--- src/rtl/cb_config_sequencer_if.sv ---
// Byte-wide bitstream handshake into the connection-box config sequencer.
// A byte moves on any rising edge where byte_valid and byte_ready are both high.
interface cb_config_sequencer_if;
    logic [7:0] byte_in;
    logic       byte_valid;
    logic       byte_ready;

    modport master (
        output byte_in,
        output byte_valid,
        input  byte_ready
    );

    modport slave (
        input  byte_in,
        input  byte_valid,
        output byte_ready
    );
endinterface

--- src/rtl/cb_config_sequencer.sv ---
// Serialises a byte stream MSB-first into NUM_SEG CB config chains, one segment at a time.
// First bit appears the cycle after its byte is accepted; byte_ready drops while the buffer still holds >1 bit.
module cb_config_sequencer #(
    parameter  int NUM_SEG    = 4,
    parameter  int SEG_BITS   = 48,
    parameter  int PRGM_SETUP = 2,
    localparam int SEG_W      = (NUM_SEG > 1) ? $clog2(NUM_SEG) : 1
) (
    input  logic                   clk,
    input  logic                   reset,
    input  logic                   start,
    input  logic                   abort,
    cb_config_sequencer_if.slave   bs,
    output logic                   bit_out,
    output logic                   shift_en,
    output logic                   prgm_b,
    output logic [NUM_SEG-1:0]     cb_prgm_b,
    output logic [SEG_W-1:0]       seg_idx,
    output logic                   busy,
    output logic                   done
);

    localparam int CNT_W = $clog2(SEG_BITS);
    localparam int SU_W  = (PRGM_SETUP > 1) ? $clog2(PRGM_SETUP) : 1;

    localparam logic [CNT_W-1:0] LAST_BIT   = CNT_W'(SEG_BITS - 1);
    localparam logic [SU_W-1:0]  LAST_SETUP = SU_W'(PRGM_SETUP - 1);
    localparam logic [SEG_W-1:0] LAST_SEG   = SEG_W'(NUM_SEG - 1);

    typedef enum logic [2:0] {
        S_IDLE,
        S_SETUP,
        S_SHIFT,
        S_GAP,
        S_DONE
    } state_t;

    state_t state_q, state_d;

    logic [SU_W-1:0]  setup_cnt_q;
    logic [CNT_W-1:0] bit_cnt_q;
    logic [SEG_W-1:0] seg_idx_q;
    logic [7:0]       buf_q;
    logic [3:0]       buf_cnt_q;

    logic buf_busy;
    logic shift;
    logic seg_end;
    logic last_seg;
    logic rdy;
    logic take;

    assign buf_busy = (buf_cnt_q != 4'd0);
    assign shift    = (state_q == S_SHIFT) && buf_busy;
    assign seg_end  = shift && (bit_cnt_q == LAST_BIT);
    assign last_seg = (seg_idx_q == LAST_SEG);

    // Refill on the final bit of a byte keeps one bit per clock; the last bit of the
    // pass must not pull in a byte that belongs to the next pass.
    assign rdy = (state_q == S_SHIFT) && !abort &&
                 (!buf_busy || ((buf_cnt_q == 4'd1) && !(seg_end && last_seg)));
    assign take = rdy && bs.byte_valid;

    assign bs.byte_ready = rdy;
    assign shift_en      = shift;
    assign bit_out       = shift ? buf_q[7] : 1'b0;
    assign seg_idx       = seg_idx_q;

    always_ff @(posedge clk or negedge reset) begin
        if (!reset) begin
            state_q <= S_IDLE;
        end else begin
            state_q <= state_d;
        end
    end

    always_comb begin
        state_d   = state_q;
        prgm_b    = 1'b1;
        cb_prgm_b = '0;
        busy      = 1'b1;
        done      = 1'b0;
        case (state_q)
            S_IDLE: begin
                busy = 1'b0;
                if (start) begin
                    state_d = S_SETUP;
                end
            end
            S_SETUP: begin
                prgm_b = 1'b0;
                if (setup_cnt_q == LAST_SETUP) begin
                    state_d = S_SHIFT;
                end
            end
            S_SHIFT: begin
                prgm_b    = 1'b0;
                cb_prgm_b = NUM_SEG'(1) << seg_idx_q;
                if (seg_end) begin
                    state_d = last_seg ? S_DONE : S_GAP;
                end
            end
            S_GAP: begin
                prgm_b  = 1'b0;
                state_d = S_SHIFT;
            end
            S_DONE: begin
                done    = 1'b1;
                state_d = S_IDLE;
            end
            default: begin
                state_d = S_IDLE;
            end
        endcase
        if (abort) begin
            state_d = S_IDLE;
        end
    end

    always_ff @(posedge clk or negedge reset) begin
        if (!reset) begin
            setup_cnt_q <= '0;
            bit_cnt_q   <= '0;
            seg_idx_q   <= '0;
            buf_q       <= '0;
            buf_cnt_q   <= '0;
        end else if (abort) begin
            setup_cnt_q <= '0;
            bit_cnt_q   <= '0;
            seg_idx_q   <= '0;
            buf_q       <= '0;
            buf_cnt_q   <= '0;
        end else begin
            if (state_q == S_SETUP) begin
                setup_cnt_q <= setup_cnt_q + SU_W'(1);
            end else begin
                setup_cnt_q <= '0;
            end

            if (take) begin
                buf_q     <= bs.byte_in;
                buf_cnt_q <= 4'd8;
            end else if (shift) begin
                buf_q     <= {buf_q[6:0], 1'b0};
                buf_cnt_q <= buf_cnt_q - 4'd1;
            end

            // Stalls leave the count untouched so a throttled source still lands SEG_BITS per segment.
            if (seg_end) begin
                bit_cnt_q <= '0;
            end else if (shift) begin
                bit_cnt_q <= bit_cnt_q + CNT_W'(1);
            end

            if (state_q == S_GAP) begin
                seg_idx_q <= seg_idx_q + SEG_W'(1);
            end else if (state_q == S_DONE) begin
                seg_idx_q <= '0;
            end
        end
    end

endmodule

--- src/flat_wrapper.sv ---
// flat-port wrapper written by rule: the top's interface ports become plain ports
module cb_config_sequencer_flat 
#(
    parameter  int NUM_SEG    = 4,
    parameter  int SEG_BITS   = 48,
    parameter  int PRGM_SETUP = 2,
    localparam int SEG_W      = (NUM_SEG > 1) ? $clog2(NUM_SEG) : 1
)
  (clk, reset, start, abort, bit_out, shift_en, prgm_b, cb_prgm_b, seg_idx, busy, done, bs_byte_in, bs_byte_valid, bs_byte_ready);
  cb_config_sequencer_if bs_i ();
  input  logic clk;
  input  logic reset;
  input  logic start;
  input  logic abort;
  output logic bit_out;
  output logic shift_en;
  output logic prgm_b;
  output logic [NUM_SEG-1:0] cb_prgm_b;
  output logic [SEG_W-1:0] seg_idx;
  output logic busy;
  output logic done;
  input wire logic [$bits(bs_i.byte_in)-1:0] bs_byte_in;
  input wire logic [$bits(bs_i.byte_valid)-1:0] bs_byte_valid;
  output wire logic [$bits(bs_i.byte_ready)-1:0] bs_byte_ready;
  assign bs_i.byte_in = bs_byte_in;
  assign bs_i.byte_valid = bs_byte_valid;
  assign bs_byte_ready = bs_i.byte_ready;
  cb_config_sequencer #(.NUM_SEG(NUM_SEG), .SEG_BITS(SEG_BITS), .PRGM_SETUP(PRGM_SETUP)) u_core (.clk(clk), .reset(reset), .start(start), .abort(abort), .bs(bs_i), .bit_out(bit_out), .shift_en(shift_en), .prgm_b(prgm_b), .cb_prgm_b(cb_prgm_b), .seg_idx(seg_idx), .busy(busy), .done(done));
endmodule
--- config.mk ---
export PLATFORM = sky130hd
export DESIGN_NAME = cb_config_sequencer_flat
export DESIGN_NICKNAME = d
export VERILOG_FILES = /design/src/rtl/cb_config_sequencer_if.sv /design/src/rtl/cb_config_sequencer.sv /design/src/flat_wrapper.sv
export SDC_FILE = /design/constraint.sdc
export NUM_CORES = 1
export LEC_CHECK = 0
export CAP_MARGIN = 20
export CORE_ASPECT_RATIO = 1.2
export CORE_UTILIZATION = 57
export CTS_CLUSTER_SIZE = 40
export DETAILED_ROUTE_END_ITERATION = 8
export PLACE_DENSITY = 0.85
export SLEW_MARGIN = 5
export SYNTH_ARGS = -nofsm -noshare
export SYNTH_HDL_FRONTEND = slang
export SYNTH_SLANG_ARGS = --single-unit
--- constraint.sdc ---
create_clock -name clk -period 6.1 [get_ports clk]
set_input_delay 1.83 -clock clk [delete_from_list [all_inputs] [get_ports clk]]
set_output_delay 1.83 -clock clk [all_outputs]
set_load 0.01 [all_outputs]
==> out/results.ini, run 1 <==
[sta]
max_slew_margin_pct=68.3
hold_viol=0
hold_ws_ps=459
min_period_over_period_pct=89.3
setup_tns_ps=0
worstMarginPinSlew_ps=474
setup_viol=0
rsz0062_at_grt=false
fin_worst_skew_ps=2.32
setup_ws_ps=654
slew_violations=0
max_freq_mhz=184
fin_crit_ps=5450

[global_route]
track_usage_pct=23.1
overflow=0
grt_pass1_vias=1187
grt_pass1_wl_mm=5.08
grt_max_degree=26
antenna_found_initial=0

[clock_tree]
clk_pin_slew_worst_paths_ps=120
root_buffer=clkbuf_4
ctsResizeCount=0
clk_path_buf_depth=2
cts_tree=yes
cts_hold_buffers=0
clkLatencyLatePin_ps=300
numCtsBuffers=3
cts_sinks=24
cts_setup_buffers=0
htree_num_levels=1

[synthesis]
yosys_warnings=0
yosysUniqueCellTypes=40
ys_seq_elements=24
syn-num-nets=170
synth.avg_cell_area_um2=10.2
synth_edf_count=0
syn-cell-area_mm2=0.00152
seq_area_frac_synth_pct=39.5
synth-async-reset-ratio_pct=100
syn_inst=149
synthFlopType=dfrtp_1

[routing]
met1_length_mm=1.18
routed-wl-met2_mm=1.67
drt_pre_antenna_iters=4
post_drt_wl_per_cell_um=14.5
via_count=1205
wl_mm=2.94
dr_wl_met3_um=71
highest_layer=met4
drc=0
drtIter0Drc=32
ant_nets=0
post_drt_via_cell_ratio=5.94

[floorplanning]
die_w_um=49.1
fp.coreArea_mm2=0.00253
die_area_mm2=0.00288
num_rows=20
start_util_pct=60.1
pin_count=25
die_h_um=58.6

[power]
ir_drop_v=0.000152
power_density_mw_per_mm2=235
p_leak_nw=0.744

[place]
hpwlAfterDp_mm=2.24
post-place-ws_ps=665
port-buffer-count=24
post_dp_cell_area_mm2=0.00176
dp.cells=199
place_congestion=0.775

[setup_path]
critPathCaptureType=output port
crit_buf_inv=2
timing.critical_path.mode_cell=clkdlybuf4s50_1
reg2reg_depth=7
critPathArrivalTime_ps=3620
path_depth=5
start_kind=primary input
r2r-end=u_core.buf_q[7]$_DFFE_PN0P_
crit_start=abort
critical_path.max_fanout=8
critPathKind=primary input to output port
regToRegSetupSlack_ps=3710
cpMaxStageDelayCell=clkdlybuf4s50_1
crit_chain=clkdlybuf4s50_1 > nor3_1 > and4b_1 > and2_4 > clkdlybuf4s50_1
required_ps=4270
timing.rr.start=u_core.buf_cnt_q[0]$_DFFE_PN0P_
critical-path-top-delay-family=buffers and inverters
cp_slowest_stage_delay_ps=560
crit_end=bs_byte_ready

[layout]
area_growth_pct=19.1
n_antenna_cell=0
fin_cells=203
final_net_count=193
design_area_mm2=0.00181
drive_above_1_share_pct=12.4
n_fill_cell=193

[run]
maxCapViolCount=0

[hold_path]
hp-class=register to register
hp-start=u_core.setup_cnt_q$_DFF_PN0_
min_path_cells=1

[outcome]
status=finished, final reports clean

## registers in the layout (all words and copies together), names as in the netlist
signal and count:
u_core.bit_cnt_q 6, u_core.buf_cnt_q 4, u_core.buf_q 8, u_core.seg_idx 2
u_core.setup_cnt_q 1, u_core.state_q 3
## Yosys cell counts, types with 3 or more instances
cell | instances | area [um2]
clkbuf_1 | 5 | 18.8
ha_1 | 8 | 100
nor2b_1 | 8 | 50.1
and3_1 | 3 | 18.8
mux2i_1 | 10 | 100
nor3_1 | 7 | 35.0
dfrtp_1 | 24 | 601
nor2_1 | 7 | 26.3
o21ai_0 | 7 | 35.0
nand2b_1 | 4 | 25.0
inv_1 | 5 | 18.8
nand3_1 | 4 | 20.0
a221oi_2 | 7 | 105
a21oi_1 | 7 | 35.0
nand2_1 | 6 | 22.5
and2_1 | 4 | 25.0
nor3b_1 | 4 | 30.0
or3_1 | 3 | 18.8
## stage by stage
stage                     power [mW]  utilization [%]
after CTS                      0.429             70.5
after floorplan                0.302                -
after detailed placement       0.361             69.6
after global placement         0.355             69.6
after global routing           0.457             71.6
final                          0.425             71.6
## how the worst min path moves through the flow
stage	to	slack, ps
after global placement	u_core.setup_cnt_q$_DFF_PN0_	440
after global routing	u_core.setup_cnt_q$_DFF_PN0_	510
after CTS	u_core.setup_cnt_q$_DFF_PN0_	450
final	u_core.setup_cnt_q$_DFF_PN0_	460
after detailed placement	u_core.setup_cnt_q$_DFF_PN0_	440
after floorplan	u_core.setup_cnt_q$_DFF_PN0_	410
## where the power goes
group	internal, mW	leakage [nW]	switching [mW]
registers	0.176	0.332	0.0300
clock network	0.0230	0.0138	0.0428
logic	0.0837	0.398	0.0698
## cells in the final DEF, fill, tap and decap left out, types with 2 or more instances in the layout
cell type        instances
clkdlybuf4s50_1         24
dfrtp_1                 24
mux2i_1                 10
nor2b_1                  8
ha_1                     8
nor2_1                   7
nor3_1                   7
a221oi_2                 7
a21oi_1                  7
o21ai_0                  7
nand2_1                  6
inv_1                    5
nand2b_1                 4
and2_1                   4
nor3b_1                  4
nand3_1                  4
or3_1                    3
and3_1                   3
clkbuf_4                 3
nor4_1                   2
a2111oi_0                2
xor2_1                   2
## routing by layer
metal  GRT usage [%]  up-vias
met5               0        -
met4            10.9        0
met3            2.33        2
met2            46.0       25
met1            23.8      596
li1                -      582
## worst register-to-register path, stage by stage, from the launching register on
cell	delay [ps]
dfrtp_1	450
inv_1	110
ha_1	220
or3b_1	440
nand2_1	400
inv_2	220
mux2i_1	180
a221oi_2	290
## cells by family (layout without fill, tap and decap cells)
| kind of cell | Yosys count | in the layout | share of synthesized area, % |
|---|---|---|---|
| AND/OR/NAND/NOR | 62 | 62 | 25.2 |
| AO/OA/AOI/OAI | 27 | 27 | 14.9 |
| adder cells (fa/ha/maj) | 8 | 8 | 6.59 |
| buffers and inverters | 14 | 35 | 4.70 |
| multiplexers | 11 | 11 | 7.33 |
| XOR/XNOR | 3 | 3 | 1.73 |
| flip-flops | 24 | 24 | 39.5 |
## area by class of cell
cell class | count | area [um2] | share of cell area, %
well taps | 33 | 41.3 | 2.28
multi-input cells | 111 | 847 | 46.8
inverters | 6 | 22.5 | 1.24
repair buffers | 26 | 275 | 15.2
flip-flops and latches | 24 | 601 | 33.2
clock buffers | 3 | 22.5 | 1.24
(Power assumes the default switching activity.)
==> run 2: changes to the inputs <==
Settings changed: PLACE_DENSITY 0.85 to 0.82.
==> run 2 against run 1 <==
Net effect: first-iteration DRC count shrank 13%; largest power group unchanged; global-route usage shrank 0.29 points; final cell count is the same; maximum frequency grew 0.30%; cell area is the same; largest cell class unchanged; sequential share of layout area is the same; clock skew grew 8.1 ps; register-to-register slack gained 50 ps; highest routed layer unchanged; clock power grew 3%; critical path type unchanged.
==> out/results.ini, run 2 (synthesis results as in run 1) <==
[outcome]
status=finished, final reports clean

[power]
p_leak_nw=0.744  ; unchanged
p_comb_share_pct=35.8  ; -0.3 points
net-switching-power_mw=0.143  ; +0.43%
ir_drop_v=0.000157  ; +3.4%
power_density_mw_per_mm2=235  ; +0.16%
clockPowerShare_pct=15.9  ; +0.4 points
switching_share_pct=33.6  ; +0.091 points
pwr-share-seq_pct=48.3  ; about the same
power.internal_mw=0.282  ; about the same

[setup_path]
regToRegSetupSlack_ps=3760  ; +50 ps
critPathKind=primary input to output port
critical_path.max_fanout=8  ; unchanged
reg2reg_depth=7  ; unchanged
start_kind=primary input
r2r-end=u_core.buf_q[7]$_DFFE_PN0P_
crit_end=bs_byte_ready
critPathArrivalTime_ps=3600  ; -20 ps
critPathCaptureType=output port
required_ps=4270  ; about the same
crit_start=abort
timing.rr.start=u_core.buf_cnt_q[0]$_DFFE_PN0P_

[clock_tree]
cts_hold_buffers=0  ; unchanged
htree_num_levels=1  ; unchanged
root_buffer=clkbuf_4
cts_tree=yes
cts_sinks=24  ; unchanged
ctsResizeCount=0  ; unchanged
numCtsBuffers=3  ; unchanged
clkLatencyLatePin_ps=310  ; about the same
clk_path_buf_depth=2  ; unchanged
clk_pin_slew_worst_paths_ps=110  ; about the same
cts_setup_buffers=0  ; unchanged

[place]
dp.cells=199  ; unchanged
place_congestion=0.856  ; +10%
post-place-ws_ps=693  ; +27.6 ps
hpwlAfterDp_mm=2.10  ; -6.1%
port-buffer-count=24  ; unchanged

[sta]
min_period_over_period_pct=89.0  ; -0.27 points
setup_viol=0  ; unchanged
hold_viol=0  ; unchanged
rsz0062_at_grt=false
max_slew_margin_pct=66.5  ; -1.8 points
worstMarginPinSlew_ps=501  ; +27.0 ps
fin_crit_ps=5430  ; -16.3 ps
setup_tns_ps=0  ; unchanged
max_freq_mhz=184  ; +0.30%
setup_ws_ps=671  ; +16.3 ps
slew_violations=0  ; unchanged
fin_worst_skew_ps=10.4  ; +8.12 ps

[layout]
reg.largest.list=u_core.buf_q: 8 flops, u_core.bit_cnt_q: 6 flops, u_core.buf_cnt_q: 4 flops
area_growth_pct=19.1  ; unchanged
final_net_count=193  ; unchanged
top_register=u_core.buf_q
drive_above_1_share_pct=12.4  ; unchanged
largest_reg_flops=8  ; unchanged
utilization_pct=71.6  ; unchanged
final_cell_mix=clkdlybuf4s50_1 (24), dfrtp_1 (24), mux2i_1 (10), nor2b_1 (8), ha_1 (8)
fin_cells=203  ; unchanged
n_antenna_cell=0  ; unchanged

[floorplanning]
fp.coreArea_mm2=0.00253  ; unchanged
num_rows=20  ; unchanged
die_area_mm2=0.00288  ; unchanged
die_w_um=49.1  ; unchanged
start_util_pct=60.1  ; unchanged
die_h_um=58.6  ; unchanged
pin_count=25  ; unchanged

[routing]
drtIter0Drc=28  ; -13%
ant_nets=0  ; unchanged
post_drt_wl_per_cell_um=14.2  ; -2.0%
drc=0  ; unchanged
drt_pre_antenna_iters=4  ; unchanged
post_drt_via_cell_ratio=5.96  ; +0.41%
wl_mm=2.88  ; -2.0%
via_count=1210  ; +0.41%

[global_route]
grt_max_degree=26  ; unchanged
track_usage_pct=22.8  ; -0.29 points
grt_pass1_vias=1162  ; -2.1%
antenna_found_initial=0  ; unchanged
grt_pass1_wl_mm=5.04  ; -0.81%
overflow=0  ; unchanged

[run]
maxCapViolCount=0  ; unchanged

[hold_path]
hp-class=register to register

==> run 2: power by group through the flow <==
| stage | Sequential [mW] | Clock [mW] | Combinational (mW) |
|---|---|---|---|
| 2_1_floorplan | 0.193 | 0 | 0.109 |
| 3_3_place_gp | 0.206 | 0 | 0.147 |
| 3_5_place_dp | 0.208 | 0 | 0.152 |
| 4_1_cts | 0.205 | 0.0703 | 0.152 |
| 5_1_grt | 0.212 | 0.0757 | 0.168 |
| 6_report | 0.206 | 0.0676 | 0.152 |
==> run 2: worst min path at each step <==
| stage | slack [ps] | end | start | depth (start not counted) |
|---|---|---|---|---|
| finish | 450 | u_core.setup_cnt_q$_DFF_PN0_ | u_core.setup_cnt_q$_DFF_PN0_ | 1 |
| CTS | 450 | u_core.setup_cnt_q$_DFF_PN0_ | u_core.setup_cnt_q$_DFF_PN0_ | 1 |
| global placement | 430 | u_core.setup_cnt_q$_DFF_PN0_ | u_core.setup_cnt_q$_DFF_PN0_ | 1 |
| detailed placement | 440 | u_core.setup_cnt_q$_DFF_PN0_ | u_core.setup_cnt_q$_DFF_PN0_ | 1 |
| global route | 470 | u_core.setup_cnt_q$_DFF_PN0_ | u_core.setup_cnt_q$_DFF_PN0_ | 1 |
| floorplan | 410 | u_core.setup_cnt_q$_DFF_PN0_ | u_core.setup_cnt_q$_DFF_PN0_ | 1 |
==> run 2: layout make-up <==
type                            count  area, um2
Timing Repair Buffer               26        275
Tap cell                           33       41.3
Inverter                            6       22.5
Fill cell                         181        718
Clock buffer                        3       22.5
Multi-Input combinational cell    111        847
Sequential cell                    24        601
==> run 2: critical path, cell delays in order <==
cell and delay [ps]:
clkdlybuf4s50_1 420, nor3_1 250, and4b_1 290, and2_4 250
clkdlybuf4s50_1 560
==> run 2: layer usage <==
| metal | wire, um | track usage (%) |
|---|---|---|
| met1 | 1230 | 27.4 |
| met2 | 1480 | 40.3 |
| met3 | 119 | 3.88 |
| met4 | 48 | 9.24 |
| met5 | 0 | 0 |
==> run 2: metrics by stage <==
stage          power, mW  hold slack (ps)  cell area, um2
2_1_floorplan      0.302              413            1520
3_3_place_gp       0.354              427            1760
3_5_place_dp       0.360              436            1760
4_1_cts            0.427              453            1780
5_1_grt            0.455              470            1810
6_report           0.426              448            1810
